$ cat src/rtl/uart_fmt_pkg.sv
// Shared encodings for the UART text formatters: FSM states and the ASCII
// characters used to build a printed line.
package uart_fmt_pkg;

    typedef enum logic [2:0] {
        ST_IDLE     = 3'd0,
        ST_SKIP     = 3'd1,
        ST_SEND     = 3'd2,
        ST_WAIT     = 3'd3,
        ST_EOL_SEND = 3'd4
    } state_t;

    localparam logic [7:0] CHR_0  = 8'h30;
    localparam logic [7:0] CHR_A  = 8'h41;
    localparam logic [7:0] CHR_CR = 8'h0D;
    localparam logic [7:0] CHR_LF = 8'h0A;

endpackage

$ cat src/rtl/hex_digit_ascii.sv
// Maps one 4-bit digit to its uppercase ASCII character ('0'-'9', 'A'-'F').
module hex_digit_ascii
    import uart_fmt_pkg::*;
(
    input  logic [3:0] nibble,
    output logic [7:0] ascii
);

    always_comb begin
        if (nibble < 4'd10) ascii = CHR_0 + {4'b0000, nibble};
        else                ascii = CHR_A + {4'b0000, nibble} - 8'd10;
    end

endmodule

$ cat src/rtl/uart_num_printer.sv
// Prints a captured value as one text line (binary or hex, MSB first, then
// LF or CR LF), handing one byte at a time to the uart_tx2 byte transmitter.
//
// state       | meaning
// ST_IDLE     | ready for a new value
// ST_SKIP     | dropping leading zero digits; emits the first kept digit itself
// ST_SEND     | pulse TX_DV with the digit at idx
// ST_WAIT     | byte in flight, hold TX_BYTE until TX_DONE
// ST_EOL_SEND | pulse TX_DV with CR or LF
module uart_num_printer
    import uart_fmt_pkg::*;
#(
    parameter int WIDTH          = 32,
    parameter bit SUPPRESS_ZEROS = 1'b0,
    parameter bit EOL_CRLF       = 1'b0
) (
    input  logic             ICE_CLK,
    input  logic             RST,
    input  logic             IN_VALID,
    output logic             IN_READY,
    input  logic [WIDTH-1:0] IN_DATA,
    input  logic             IN_HEX,
    output logic             TX_DV,
    output logic [7:0]       TX_BYTE,
    input  logic             TX_DONE,
    output logic             BUSY
);

    localparam int ND_BIN = WIDTH;
    localparam int ND_HEX = (WIDTH + 3) / 4;
    localparam int PAD_W  = ND_HEX * 4;

    state_t           state;
    logic [PAD_W-1:0] data_q;
    logic             hex_q;
    logic             in_eol;
    logic [6:0]       idx;
    logic [3:0]       nibble;
    logic [7:0]       digit_chr;
    logic             digit_zero;

    // Binary digits reuse the hex character map with the bit in the LSB.
    always_comb begin
        nibble     = hex_q ? 4'(data_q >> {idx, 2'b00}) : {3'b000, 1'(data_q >> idx)};
        digit_zero = (nibble == 4'h0);
    end

    hex_digit_ascii u_chr (
        .nibble (nibble),
        .ascii  (digit_chr)
    );

    assign BUSY = ~IN_READY;

    always_ff @(posedge ICE_CLK) begin
        if (RST) begin
            state    <= ST_IDLE;
            TX_DV    <= 1'b0;
            TX_BYTE  <= 8'h00;
            idx      <= '0;
            data_q   <= '0;
            hex_q    <= 1'b0;
            in_eol   <= 1'b0;
            IN_READY <= 1'b1;
        end else begin
            TX_DV <= 1'b0;
            case (state)
                ST_IDLE: begin
                    if (IN_VALID) begin
                        data_q   <= PAD_W'(IN_DATA);
                        hex_q    <= IN_HEX;
                        idx      <= IN_HEX ? 7'(ND_HEX - 1) : 7'(ND_BIN - 1);
                        in_eol   <= 1'b0;
                        IN_READY <= 1'b0;
                        state    <= SUPPRESS_ZEROS ? ST_SKIP : ST_SEND;
                    end
                end
                ST_SKIP: begin
                    if (idx != 7'd0 && digit_zero) begin
                        idx <= idx - 7'd1;
                    end else begin
                        TX_BYTE <= digit_chr;
                        TX_DV   <= 1'b1;
                        state   <= ST_WAIT;
                    end
                end
                ST_SEND: begin
                    TX_BYTE <= digit_chr;
                    TX_DV   <= 1'b1;
                    state   <= ST_WAIT;
                end
                ST_WAIT: begin
                    if (TX_DONE) begin
                        if (!in_eol && idx != 7'd0) begin
                            idx   <= idx - 7'd1;
                            state <= ST_SEND;
                        end else if (!in_eol || TX_BYTE == CHR_CR) begin
                            in_eol <= 1'b1;
                            state  <= ST_EOL_SEND;
                        end else begin
                            IN_READY <= 1'b1;
                            state    <= ST_IDLE;
                        end
                    end
                end
                ST_EOL_SEND: begin
                    // The byte still held is the last digit on the first pass, CR on the second.
                    TX_BYTE <= (EOL_CRLF && TX_BYTE != CHR_CR) ? CHR_CR : CHR_LF;
                    TX_DV   <= 1'b1;
                    state   <= ST_WAIT;
                end
                default: begin
                    IN_READY <= 1'b1;
                    state    <= ST_IDLE;
                end
            endcase
        end
    end

endmodule

$ cat config.mk
export PLATFORM = sky130hd
export DESIGN_NAME = uart_num_printer
export DESIGN_NICKNAME = d
export VERILOG_FILES = /design/src/rtl/uart_fmt_pkg.sv /design/src/rtl/hex_digit_ascii.sv /design/src/rtl/uart_num_printer.sv
export SDC_FILE = /design/constraint.sdc
export NUM_CORES = 1
export LEC_CHECK = 0
export ABC_AREA = 1
export CAP_MARGIN = 10
export CORE_MARGIN = 3
export CORE_UTILIZATION = 35
export DETAILED_ROUTE_END_ITERATION = 6
export PLACE_DENSITY = 0.7
export SLEW_MARGIN = 20
export SYNTH_ARGS = -nofsm -noshare
export SYNTH_HDL_FRONTEND = slang
export SYNTH_SLANG_ARGS = --single-unit
$ cat constraint.sdc
create_clock -name ICE_CLK -period 2.3 [get_ports ICE_CLK]
set_input_delay 0.46 -clock ICE_CLK [delete_from_list [all_inputs] [get_ports ICE_CLK]]
set_output_delay 0.46 -clock ICE_CLK [all_outputs]
set_load 0.02 [all_outputs]
# Word-level counts from Yosys, hierarchy flattened
# Cells that the tools add are included.
dict set report op_classes {
  div 0
  magnitude_cmp 1
  n_mul 0
  addsub 4
  mux 27
  n_reduce_logical 18
  shift 2
  eq_ne 13
  bitwise 2
}
# operator n
set op_table {}
lappend op_table {{$shr A32 B7 Y1} 1}
lappend op_table {{$shr A32 B9 Y4} 1}
lappend op_table {{$mux W7} 4}
lappend op_table {{$pmux W8 S3} 1}
lappend op_table {{$pmux W7 S3} 1}
lappend op_table {{$mux W8} 2}
lappend op_table {{$ne A2 B2 Y1 const B} 8}
lappend op_table {{$mux W3} 5}
lappend op_table {{$reduce_and A5 Y1} 3}
lappend op_table {{$pmux W3 S4} 1}
lappend op_table {{$add A7 B4 Y8 const A} 1}
lappend op_table {{$eq A8 B4 Y1 const B} 1}
lappend op_table {{$mux W1} 8}
lappend op_table {{$sub A8 B4 Y8 const B} 1}
lappend op_table {{$add A6 B4 Y7 const A} 1}
lappend op_table {{$reduce_bool A7 Y1} 1}
lappend op_table {{$sub A7 B1 Y7 const B} 1}
lappend op_table {{$eq A3 B2 Y1 const B} 2}
lappend op_table {{$reduce_bool A3 Y1} 2}
lappend op_table {{$mux W5} 1}
lappend op_table {{$logic_not A4 Y1} 1}
lappend op_table {{$lt A4 B4 Y1 const B} 1}
lappend op_table {{$mux W4} 1}
lappend op_table {{$pmux W1 S2} 2}
lappend op_table {{other kinds (13)} 16}
dict set report totals {
  mem_bits_rw 0
  output_inout_bits 11
  memories 0
  latchBits 0
  wordCells 75
  ff_bits 54
  mem_bits_ro 0
}

# Longest topological paths before layout
dict set report depth {
  ltp_word 7
  ltp_mapped 22
  mapped_depth_nobuf 19
}

# By module
# A second synthesis with hierarchy kept.
dict set report hier_totals {
  hier_cells 485
  hier_area_um2 3259.4
}
# module n_inst cells_each area_each_um2
set modules_own_cells {}
lappend modules_own_cells {uart_num_printer 1 460 3135.5}
lappend modules_own_cells {hex_digit_ascii 1 25 123.9}

# Worst setup path before layout
# OpenSTA, ideal clock, no wires.
dict set report synth_path {
  path_type {register to register}
  start {register idx[0]}
  end {register TX_BYTE[3]}
  path_stages_with_launch 21
  t_arrival_ns 2.129
  setup_slack_ns 0.052
  t_required_ns 2.181
  setup_time_ns 0.119
  n_path_buf 3
  period_less_slack_ns 2.248
  cell_sequence {dfxtp_1 > buf_6 > buf_6 > buf_6 > nand2_1 > nand3_1 > nand3_1 > nand2_1 > nor2_1 > nand2_1 > nand3_1 > nand2_1 > inv_1 > ha_1 > inv_1 > nor2_1 > nand4_2 > nand2_4 > inv_1 > o21ai_0 > a21oi_1}
}
dict set report synth_via {
  elab_chain_cells 7
  word_cells_on_any_way 15
  classes_between {add/sub: 3; order compare: 1; eq/ne: 1; shift: 2; mux: 4; reduce/logical: 4}
}
# item line
set synth_rtl {}
lappend synth_rtl {{from (decl)} uart_num_printer.sv:37} ;# logic [6:0] idx;
lappend synth_rtl {{from (signal assigned)} uart_num_printer.sv:72} ;# idx <= IN_HEX ? 7'(ND_HEX - 1) : 7'(ND_BIN - 1);
lappend synth_rtl {{from (signal assigned)} uart_num_printer.sv:80} ;# idx <= idx - 7'd1;
lappend synth_rtl {{from (signal assigned)} uart_num_printer.sv:95} ;# idx <= idx - 7'd1;
lappend synth_rtl {{$shr A32 B7 Y1 / $shr A32 B9 Y4 (equally long branches)} uart_num_printer.sv:44} ;# nibble = hex_q ? 4'(data_q >> {idx, 2'b00}) : {3'b000, 1'(data_q >> idx)};
lappend synth_rtl {{$mux W4} uart_num_printer.sv:44}
lappend synth_rtl {{$add A7 B4 Y8} hex_digit_ascii.sv:11} ;# else ascii = CHR_A + {4'b0000, nibble} - 8'd10;
lappend synth_rtl {{$sub A8 B4 Y8} hex_digit_ascii.sv:11}
lappend synth_rtl {{$mux W8} hex_digit_ascii.sv:10} ;# if (nibble < 4'd10) ascii = CHR_0 + {4'b0000, nibble};
lappend synth_rtl {{$mux W8} uart_num_printer.sv:79} ;# if (idx != 7'd0 && digit_zero) begin
lappend synth_rtl {{$pmux W8 S3} uart_num_printer.sv:67} ;# case (state)
lappend synth_rtl {{to (signal assigned)} uart_num_printer.sv:82} ;# TX_BYTE <= digit_chr;
lappend synth_rtl {{to (signal assigned)} uart_num_printer.sv:88} ;# TX_BYTE <= digit_chr;
lappend synth_rtl {{to (signal assigned)} uart_num_printer.sv:108} ;# TX_BYTE <= (EOL_CRLF && TX_BYTE != CHR_CR) ? CHR_CR : CHR_LF;
lappend synth_rtl {{to (decl)} uart_num_printer.sv:24} ;# output logic [7:0] TX_BYTE,
# Several ways; a longest one is shown, not always the timed one. The select of a mux whose other input is x is not followed.
# A chain may end at the register's enable or synchronous reset.

# Worst setup path in the final report
dict set report layout_path {
  start {register idx[0]}
  end {register idx[0]}
}
dict set report layout_via {
  elab_chain_cells 6
  word_cells_on_any_way 15
  classes_between {add/sub: 1; eq/ne: 2; shift: 2; mux: 5; reduce/logical: 5}
}
# item line
set layout_rtl {}
lappend layout_rtl {{$shr A32 B7 Y1 / $shr A32 B9 Y4 (equally long branches)} uart_num_printer.sv:44}
lappend layout_rtl {{$mux W4} uart_num_printer.sv:44}
lappend layout_rtl {{$logic_not A4 Y1} uart_num_printer.sv:45} ;# digit_zero = (nibble == 4'h0);
lappend layout_rtl {{$logic_and A1 B1 Y1} uart_num_printer.sv:79}
lappend layout_rtl {{$ne A2 B2 Y1 (no source line)} n/a}
lappend layout_rtl {{$reduce_and A5 Y1 (no source line)} n/a}
# Several ways; a longest one is shown, not always the timed one. The select of a mux whose other input is x is not followed.

==> metrics.yaml <==
ys_seq_area_frac: 0.358
syn_inst: 444
combPwrFrac: 0.627
period_needed_ns: 2.35
fin_tns_setup_ns: -0.132
grt_pass1_vias: 2994
synth_area_leaders: "dfxtp_1 36%, nand2_1 13%, nand3_1 10%"
criticalPathCategory: "flip-flop to flip-flop"
timing.final.crit_share: 1.02
cts_tree: "yes"
clock-root-buffer: "clkbuf_8"
dieHeight_um: 98.1
status: "complete, but fails checks"
skew_ns: 0.00932
ys.flop_type: "dfxtp_1"
grt_first_pass_wirelength_um: 14100
cts.path.max_buffers: 2
setup_ws_ns: -0.0474
end_kind: "flip-flop"
grt_overflow: 0
yosysUniqueCellTypes: 37
num_antenna_cells: 0
insertion_delay_ns: 0.31
startpoint_type: "flip-flop"
num_rows: 32
drc_errors: 0
async_reset_ff_frac: 0
rrSetupSlack_ns: -0.05
swShare: 0.447
hpwl_um: 6060
hold_path_class: "flip-flop to flip-flop"
port_buffers: 46
avgRoutedWirePerCell_um: 14.2
routabilityCongestion: 0.942
syn_area_mm2: 0.00297
ff2ff_path_depth: 19
die_x_um: 98.1
synth_edf_count: 0
yosys.area.top_type: "dfxtp_1"
internal_power_uw: 3180
worstSetupStartpoint: "idx[0]$_SDFFE_PP0P_"
endpoint: "idx[0]$_SDFFE_PP0P_"
maxCapViolations: 0
synth_top_cell_area_share: 0.358
routed_wl_um: 8680
power_switching_uw: 2570
power_frac_clock: 0.131
antenna_found_initial: 0
critPathArrivalTime_ns: 2.59
initialDrtViolationCount: 267
core_area_mm2: 0.00797
hold_viol: 0
crit_required_ns: 2.55
fmax_mhz: 426
hold_slack_ns: 0.470
yosys_warnings: 0
io_pins: 48
cts.sink_count: 53
vias: 3142
maxSlewViolCount: 0
dpl_cell_area_mm2: 0.00364
fin_nets: 550
worstReg2RegStart: "idx[0]$_SDFFE_PP0P_"
cts_buffers: 5
worstHoldPathCells: 2
p_leak_uw: 0.00170
seqPwrFrac: 0.241
worstReg2RegEnd: "idx[0]$_SDFFE_PP0P_"
rsz0062_at_grt: "true"
die-area_mm2: 0.00962
ys_ff_latch: 53
drive_gt1_frac: 0.212
initial_core_util: 0.372
area_growth_pct: 37.7
critical_path.max_fanout: 7
final_area_mm2: 0.00409
clkSlewWorstSetupHoldPaths_ns: 0.10
n_fill_cell: 767
dr.pass1.iters: 5
synth_nets: 485
ant_nets: 0
syn_area_per_cell_um2: 6.68
h-tree-depth: 2
max-vdd-ir-drop_mv: 0.531
track_usage: 0.175
finalSetupViolations: 5
p_per_area_mw_per_mm2: 1410
routed_via_density: 5.13
grt_max_degree: 48
violations: "negative setup slack"
## sequential cells by signal, indices dropped and copies added (netlist names)
signal    cells
idx           7
TX_BYTE       7
data_q       32
hex_q         1
state         3
IN_READY      1
TX_DV         1
in_eol        1
## cell usage after synthesis (2+ instances only)
cell type,number
a31oi_1,2
nand2_2,4
o211ai_1,6
nor2_1,26
buf_2,4
ha_1,4
o21ai_0,25
dfxtp_1,53
nand2_1,106
clkbuf_1,14
inv_1,41
nor3_1,4
inv_2,8
buf_4,2
o21ai_1,10
nand3_1,60
buf_6,4
nand4_1,2
nand3_2,2
a21oi_2,3
a21oi_1,47
nor2_2,2
## layout make-up
class / instances / area [µm²] / area share
sequential: 53 / 1070 / 0.261
clock inverter: 3 / 65.1 / 0.0159
timing repair buffer: 82 / 827 / 0.202
tap: 102 / 128 / 0.0312
inverter: 50 / 194 / 0.0475
clock buffer: 5 / 68.8 / 0.0168
multi-input combinational: 317 / 1740 / 0.425
## critical path, cell delays in order, from the launching register on
cell	delay, ns
dfxtp_4	0.39
buf_12	0.14
nor2_4	0.18
buf_6	0.12
nand2_1	0.05
nand3_1	0.08
nand3_1	0.08
nand3_2	0.10
nand3_2	0.10
nand2_2	0.10
inv_2	0.05
ha_4	0.15
inv_2	0.06
nor2_4	0.04
nand3_2	0.08
nand2_2	0.07
nand2_4	0.15
buf_6	0.12
nand2_1	0.07
a21oi_2	0.14
## power groups by stage
stage	Combinational [µW]	Sequential, µW	Clock, µW
finish	3610	1390	754
global route	3950	1420	802
CTS	3140	1370	765
detailed placement	2860	1380	0
global placement	2810	1380	0
floorplan	1920	1390	0
## through the flow
step	util	std cells	setup WS, ns	power (µW)
3_3_place_gp	0.457	592	-0.0552	4190
5_1_grt	0.513	612	-0.204	6170
6_report	0.513	612	-0.0474	5750
4_1_cts	0.487	607	0.00916	5280
2_1_floorplan	-	444	0.0520	3310
3_5_place_dp	0.457	592	-0.101	4240
## worst min path at each step
stage / startpoint / to / slack, ns
after floorplan: data_q[11]$_SDFFE_PP0P_ / data_q[11]$_SDFFE_PP0P_ / 0.44
after global placement: data_q[26]$_SDFFE_PP0P_ / data_q[26]$_SDFFE_PP0P_ / 0.45
after detailed placement: data_q[31]$_SDFFE_PP0P_ / data_q[31]$_SDFFE_PP0P_ / 0.45
after CTS: data_q[16]$_SDFFE_PP0P_ / data_q[16]$_SDFFE_PP0P_ / 0.47
after global routing: data_q[31]$_SDFFE_PP0P_ / data_q[31]$_SDFFE_PP0P_ / 0.49
final: data_q[16]$_SDFFE_PP0P_ / data_q[16]$_SDFFE_PP0P_ / 0.47
## cell families after synthesis
logic type | synth area share
and+or+nand+nor | 0.334
buffers and inverters | 0.108
DFF | 0.358
AOI/OAI and AO/OA | 0.179
adders and majority gates | 0.0169
other | 0.00126
xor gates and xnor gates | 0.00295
## placed cells by master (no fill, tap or decap), drive strengths merged
master / synthesis / layout
a21boi: 1 / 1
a21oi: 50 / 50
a31oi: 2 / 2
buf: 10 / 35
bufinv: 0 / 2
clkbuf: 14 / 6
clkdlybuf4s50: 0 / 46
clkinv: 1 / 2
conb: 1 / 1
dfxtp: 53 / 53
ha: 4 / 4
inv: 49 / 49
nand2: 111 / 111
nand3: 62 / 62
nand4: 3 / 3
nor2: 30 / 30
nor3: 5 / 5
nor3b: 1 / 1
nor4: 1 / 1
o211ai: 6 / 6
o21ai: 36 / 36
o31ai: 2 / 2
or2: 1 / 1
xor2: 1 / 1
## timing repair
action,4_1_cts,5_1_grt
setup buffers,7,4
cloned,0,1
endpoints found under the setup margin,15,18
pin swaps,5,22
resized for setup,18,42
hold buffers,0,0
## routing by layer
metal | wire length [µm] | track usage | up-vias
met5 | 0 | 0 | -
met4 | 116 | 0.0469 | 0
met1 | 3950 | 0.244 | 1448
met3 | 458 | 0.0243 | 13
met2 | 4160 | 0.283 | 98
li1 | - | - | 1583
(Power assumes the default switching activity.)
